`src/rtl/mem_arb_pkg.sv`:
```
// mem_arb_pkg: shared types and defaults for the memory port arbiter
package mem_arb_pkg;
  typedef enum logic [1:0] {IDLE = 2'b00, WAIT = 2'b01, DONE = 2'b10} state_t;
  typedef enum logic {GNT_I = 1'b0, GNT_D = 1'b1} grant_t;
  localparam int MAX_DATA_STREAK_DEF = 3;
  localparam int STREAK_W = 8;
endpackage

```
`src/rtl/mem_arb_pick.sv`:
```
// mem_arb_pick: combinational winner selection between fetch and data ports
module mem_arb_pick
  import mem_arb_pkg::*;
#(
  parameter int MAX_DATA_STREAK = MAX_DATA_STREAK_DEF
) (
  input  logic                i_req,
  input  logic                d_req,
  input  logic [STREAK_W-1:0] streak,
  output grant_t              grant
);
  // data wins unless absent or fetch has waited out a full streak
  always_comb grant = (i_req && (!d_req || streak == STREAK_W'(MAX_DATA_STREAK))) ? GNT_I : GNT_D;
endmodule

```
`src/rtl/mem_port_arbiter.sv`:
```
// mem_port_arbiter: shares one bus controller between a fetch port and a data port
module mem_port_arbiter
  import mem_arb_pkg::*;
#(
  parameter int MAX_DATA_STREAK = MAX_DATA_STREAK_DEF
) (
  input  logic        clk,
  input  logic        rst,
  input  logic        i_req,
  input  logic [31:0] i_addr,
  output logic [31:0] i_rdata,
  output logic        i_ack,
  input  logic        d_req,
  input  logic        d_we,
  input  logic [31:0] d_addr,
  input  logic [31:0] d_wdata,
  input  logic [3:0]  d_be,
  output logic [31:0] d_rdata,
  output logic        d_ack,
  output logic [31:0] m_address,
  output logic [31:0] m_write_data,
  output logic [3:0]  m_byteenable,
  output logic        m_read_select,
  output logic        m_write_select,
  input  logic [31:0] m_read_data,
  input  logic        m_busy
);
  state_t r_state;
  grant_t r_grant;
  logic r_we;
  logic [STREAK_W-1:0] r_streak;
  logic r_i_ack, r_d_ack;
  logic [31:0] r_i_rdata, r_d_rdata;
  grant_t w_pick, w_sel;
  logic w_start;
  mem_arb_pick #(.MAX_DATA_STREAK(MAX_DATA_STREAK)) u_pick (
    .i_req(i_req),
    .d_req(d_req),
    .streak(r_streak),
    .grant(w_pick)
  );
  always_comb begin
    w_start = r_state == IDLE && (i_req || d_req);
    w_sel = r_state == IDLE ? w_pick : r_grant;
    m_address = w_sel == GNT_I ? i_addr : d_addr;
    m_byteenable = w_sel == GNT_I ? 4'hf : d_be;
    m_write_data = w_sel == GNT_I ? 32'h0 : d_wdata;
    m_read_select = !rst && w_start && (w_pick == GNT_I || !d_we);
    m_write_select = !rst && w_start && w_pick == GNT_D && d_we;
  end
  always_ff @(posedge clk) begin
    if (rst) begin
      r_state <= IDLE;
      r_grant <= GNT_I;
      r_we <= 1'b0;
      r_streak <= '0;
      r_i_ack <= 1'b0;
      r_d_ack <= 1'b0;
      r_i_rdata <= '0;
      r_d_rdata <= '0;
    end else begin
      r_i_ack <= 1'b0;
      r_d_ack <= 1'b0;
      case (r_state)
        IDLE: begin
          if (w_start) begin
            r_grant <= w_pick;
            r_we <= d_we;
            r_state <= WAIT;
          end
          // with i_req high a request always starts, so a data pick here is a real grant
          r_streak <= (!i_req || w_pick == GNT_I) ? '0 :
                      (r_streak != STREAK_W'(MAX_DATA_STREAK)) ? r_streak + STREAK_W'(1) : r_streak;
        end
        WAIT: if (!m_busy) begin
          r_state <= DONE;
          if (r_grant == GNT_I) begin
            r_i_ack <= 1'b1;
            r_i_rdata <= m_read_data;
          end else begin
            r_d_ack <= 1'b1;
            if (!r_we) r_d_rdata <= m_read_data;
          end
        end
        default: r_state <= IDLE;
      endcase
    end
  end
  assign i_ack = r_i_ack;
  assign d_ack = r_d_ack;
  assign i_rdata = r_i_rdata;
  assign d_rdata = r_d_rdata;
endmodule

```
`config.mk`:
```
export PLATFORM = sky130hd
export DESIGN_NAME = mem_port_arbiter
export DESIGN_NICKNAME = d
export VERILOG_FILES = /design/src/rtl/mem_arb_pkg.sv /design/src/rtl/mem_arb_pick.sv /design/src/rtl/mem_port_arbiter.sv
export SDC_FILE = /design/constraint.sdc
export NUM_CORES = 1
export LEC_CHECK = 0
export CAP_MARGIN = 20
export CORE_AREA = 2 2 107 109
export DETAILED_ROUTE_END_ITERATION = 8
export DIE_AREA = 0 0 109 111
export PLACE_DENSITY_LB_ADDON = 0.2
export SYNTH_ARGS = -nofsm -noshare
export SYNTH_HDL_FRONTEND = slang
export SYNTH_HIERARCHICAL = 1
export SYNTH_SLANG_ARGS = --single-unit
```
`constraint.sdc`:
```
create_clock -name clk -period 4.7 [get_ports clk]
set_clock_uncertainty 0.15 [all_clocks]
set_input_delay 0.705 -clock clk [delete_from_list [all_inputs] [get_ports clk]]
set_output_delay 0.705 -clock clk [all_outputs]
set_load 0.02 [all_outputs]
```
==> reports/qor.csv <==
stage,metric,value,unit
power_and_ir_drop,Power Density,288,nW/um^2
power_and_ir_drop,power dissipated by switching net loads,603,uW
power_and_ir_drop,internal power of the cells,1360,uW
placed_design,hpwl dp,14.3,mm
setup_path,Critical Path Fanout Max,68,
power_and_ir_drop,Peak supply drop,0.000177,V
synthesis,Post-Syn Area,3730,sq um
die,Core Box Area,11100,sq um
synthesis,sequential fraction of the synthesis area,41.9,%
synthesis,synthesized flop and latch total,78,
power_and_ir_drop,leakage power total,0.00232,uW
clock_network,CTS buffer count,9,
synthesis,Synth Net Count,593,
synthesis,top post-synthesis cells by area,"dfxtp_1 42%, mux2_2 9.7%, a21oi_1 9.3%",
route,Antenna Nets Post-Route,0,
die,die outline height,111,um
setup_path,Crit-path slowest cell,or4_1,
setup_path,critical path capture point type,output pin,
timing,minimum setup slack in the final design,0.460,ns
setup_path,ordered list of cells on the worst path,"or4_1, o41ai_2, nand2_1, mux2i_4, buf_12, mux2_2, clkdlybuf4s50_1",
die,die boundary width,109,um
setup_path,path type of the worst setup path,reg -> out,
final_layout,number of fill cells in the layout,975,
final_layout,share of layout cells above drive strength 1,9.01,%
route,post-detailed-routing wire length,18.3,mm
timing,Max transition margin,31.0,%
setup_path,Critical Path RT,3.85,ns
die,I/O pin cnt,274,
route,1st-iter DRT viols,295,
clock_network,quantity of gates resized following cts,0,
synthesis,number of standard cells after synthesis,454,
synthesis,synth warn,6,
final_layout,area added between synthesis and finish,83.2,%
setup_path,maximum cell stage delay along the critical path,0.56,ns
clock_network,clock tree from TritonCTS,built,
placed_design,placed insts,837,
synthesis,"area leader, netlist",dfxtp_1,
global_routing,vias in the first global route,4156,
power_and_ir_drop,fraction of power spent switching nets,30.7,%
setup_path,Crit Reg-Reg Startpoint,r_streak[7],
final_layout,final standard cell count with taps included and fillers excluded,858,
placed_design,count of buffers from port buffering,273,
power_and_ir_drop,relative contribution of combinational cells to total power,31.8,%
setup_path,worst flop-to-flop path endpoint,r_streak[6],
timing,Final min period,4.24,ns
timing,final-report setup violation count,0,
route,total via count in the routed design,4426,
synthesis,top cells by instance count after synthesis,"78 x dfxtp_1, 73 x nand2_1, 69 x a21oi_1",
synthesis,top-area cell type share of the netlist area,41.9,%
global_routing,global-route wire length before repair,25.8,mm
run,number of max-cap violations,0,
route,Pre-antenna DRT Iters,4,
hold_path,worst min path class,reg -> reg,
timing,accumulated negative setup slack,0,ns
clock_network,sinks on the clock net,78,
route,ratio of routed vias to standard cells,5.16,
power_and_ir_drop,part of the total power dissipated in sequential elements,35.5,%
timing,max-slew violation count,0,
route,number of remaining DRC errors,0,
synthesis,average cell area after synthesis,8.22,sq um
clock_network,number of setup buffers added after CTS,0,
die,number of rows in the core area,39,
power_and_ir_drop,clock network fraction of total power,32.7,%
setup_path,critical path launch point,r_streak[7],
die,effective utilization at floorplan,33.7,%
synthesis,most common flop cell mapped by yosys,dfxtp_1,
setup_path,kind of launch point of the worst setup path,flip-flop,
synthesis,distinct cell type count of the synthesized netlist,38,
global_routing,global-route usage over all layers,29.3,%
clock_network,latest clock arrival within the worst-skew pair,0.33,ns
clock_network,number of buffers on the longest clock path,2,
synthesis,number of enable flip-flop cells after synthesis,0,
setup_path,capture point of the worst path,m_address[20],
clock_network,CTS H-tree depth,3,
timing,fraction of the cycle the final worst path needs,90.2,%
setup_path,reg2reg setup slack,2.24,ns
timing,Worst Tran Pin Value,1.04,ns
die,DIE AREA,12100,sq um
setup_path,Reg2Reg Depth,6,
route,WL/cell,21.4,um
global_routing,Congestion Overflow GR,0,
timing,hold violation count in the final report,0,
clock_network,clock-pin slew on the worst setup and hold paths,0.06,ns
outcome,run status,finished clean,
placed_design,final estimated routing congestion in global placement,0.896,
timing,max frequency,236,MHz
placed_design,"worst slack, placed",0.573,ns
timing,setup repair after global routing missed its margin,false,
synthesis,most frequently used cell type in the post-synthesis netlist,dfxtp_1,
final_layout,core utilization of the finished layout,61.7,%
global_routing,pin count of the biggest net entering global routing,80,
synthesis,Synth async-reset ratio,0,%
setup_path,data arrival time of the critical path,3.39,ns
global_routing,number of antenna violations at the first check in global routing,6,
clock_network,hold bufs inserted after CTS,0,
clock_network,clock tree root driver cell,clkbuf_16,
final_layout,final-stage net count,844,
## worst min-delay path by stage
stage,startpoint,endpoint,slack [ns],cells past startpoint
after floorplan,r_we,r_we,0.31,2
after global routing,i_rdata[27],i_rdata[27],0.33,2
after global placement,i_rdata[14],i_rdata[14],0.29,2
final,i_rdata[25],i_rdata[25],0.30,2
after CTS,i_rdata[2],i_rdata[2],0.31,2
after detailed placement,i_rdata[2],i_rdata[2],0.30,2
## sequential cells by signal (all words and copies together), names as in the netlist
signal	flops
d_rdata	32
r_streak	8
i_ack	1
r_we	1
r_state	2
d_ack	1
r_grant	1
i_rdata	32
## layout by cell type, fill, tap and decap left out, types with 6 or more instances in the layout
cell / count
a21oi_1: 69
clkbuf_16: 9
clkdlybuf4s50_1: 272
dfxtp_1: 78
mux2_2: 32
nand2_1: 73
nand3_1: 37
nor2b_1: 32
o21ai_0: 38
or4_1: 6
## per-layer routing
| layer | routed length [um] | share of wire [%] | global-route usage [%] |
|---|---|---|---|
| met3 | 2190 | 12 | 13.8 |
| met2 | 8740 | 48 | 47.8 |
| met5 | 26 | 0.14 | 0 |
| met4 | 807 | 4.4 | 14.5 |
| met1 | 6570 | 36 | 31.3 |
## cells by family (layout without fill, tap and decap cells)
| family | after synthesis | count (layout) | synth area share [%] |
|---|---|---|---|
| compound gates | 121 | 121 | 17.5 |
| buf+inv | 40 | 296 | 4.83 |
| flops | 78 | 78 | 41.9 |
| mux | 33 | 33 | 10.0 |
| simple gates | 181 | 181 | 25.5 |
| fa+ha+maj | 1 | 1 | 0.335 |
| other cells | 0 | 5 | 0 |
## through the flow
step / hold WS (ns) / power [uW] / area (sq um)
final: 0.303 / 1970 / 6830
after global routing: 0.328 / 2040 / 6830
after CTS: 0.305 / 1980 / 6820
after detailed placement: 0.297 / 1330 / 6540
after global placement: 0.291 / 1330 / 6540
after floorplan: 0.312 / 998 / 3730
## power groups by stage
stage               Clock (uW)  Combinational [uW]  Sequential [uW]
floorplan                    0                 269              729
global placement             0                 617              711
detailed placement           0                 623              712
CTS                        655                 626              698
global route               684                 655              700
finish                     642                 625              698
## area by class of cell
type	count	area, sq um	share of cell area [%]
Timing Repair Buffer	279	2790	40.8
Multi-Input combinational cell	336	2010	29.5
Sequential cell	78	1560	22.9
Clock buffer	10	229	3.35
Tap cell	143	179	2.62
Clock inverter	6	47.5	0.696
Antenna cell	5	12.5	0.183
Inverter	1	3.75	0.0549
## worst max-delay path: cells and delay by family, from the launching register on
family / cells / cell delay (ns)
AO/OA/AOI/OAI: 1 / 0.29
buffers and inverters: 2 / 0.83
flip-flops: 1 / 0.35
multiplexers: 2 / 0.65
AND/OR/NAND/NOR: 2 / 0.87
Power figures use the tool's default switching activity.
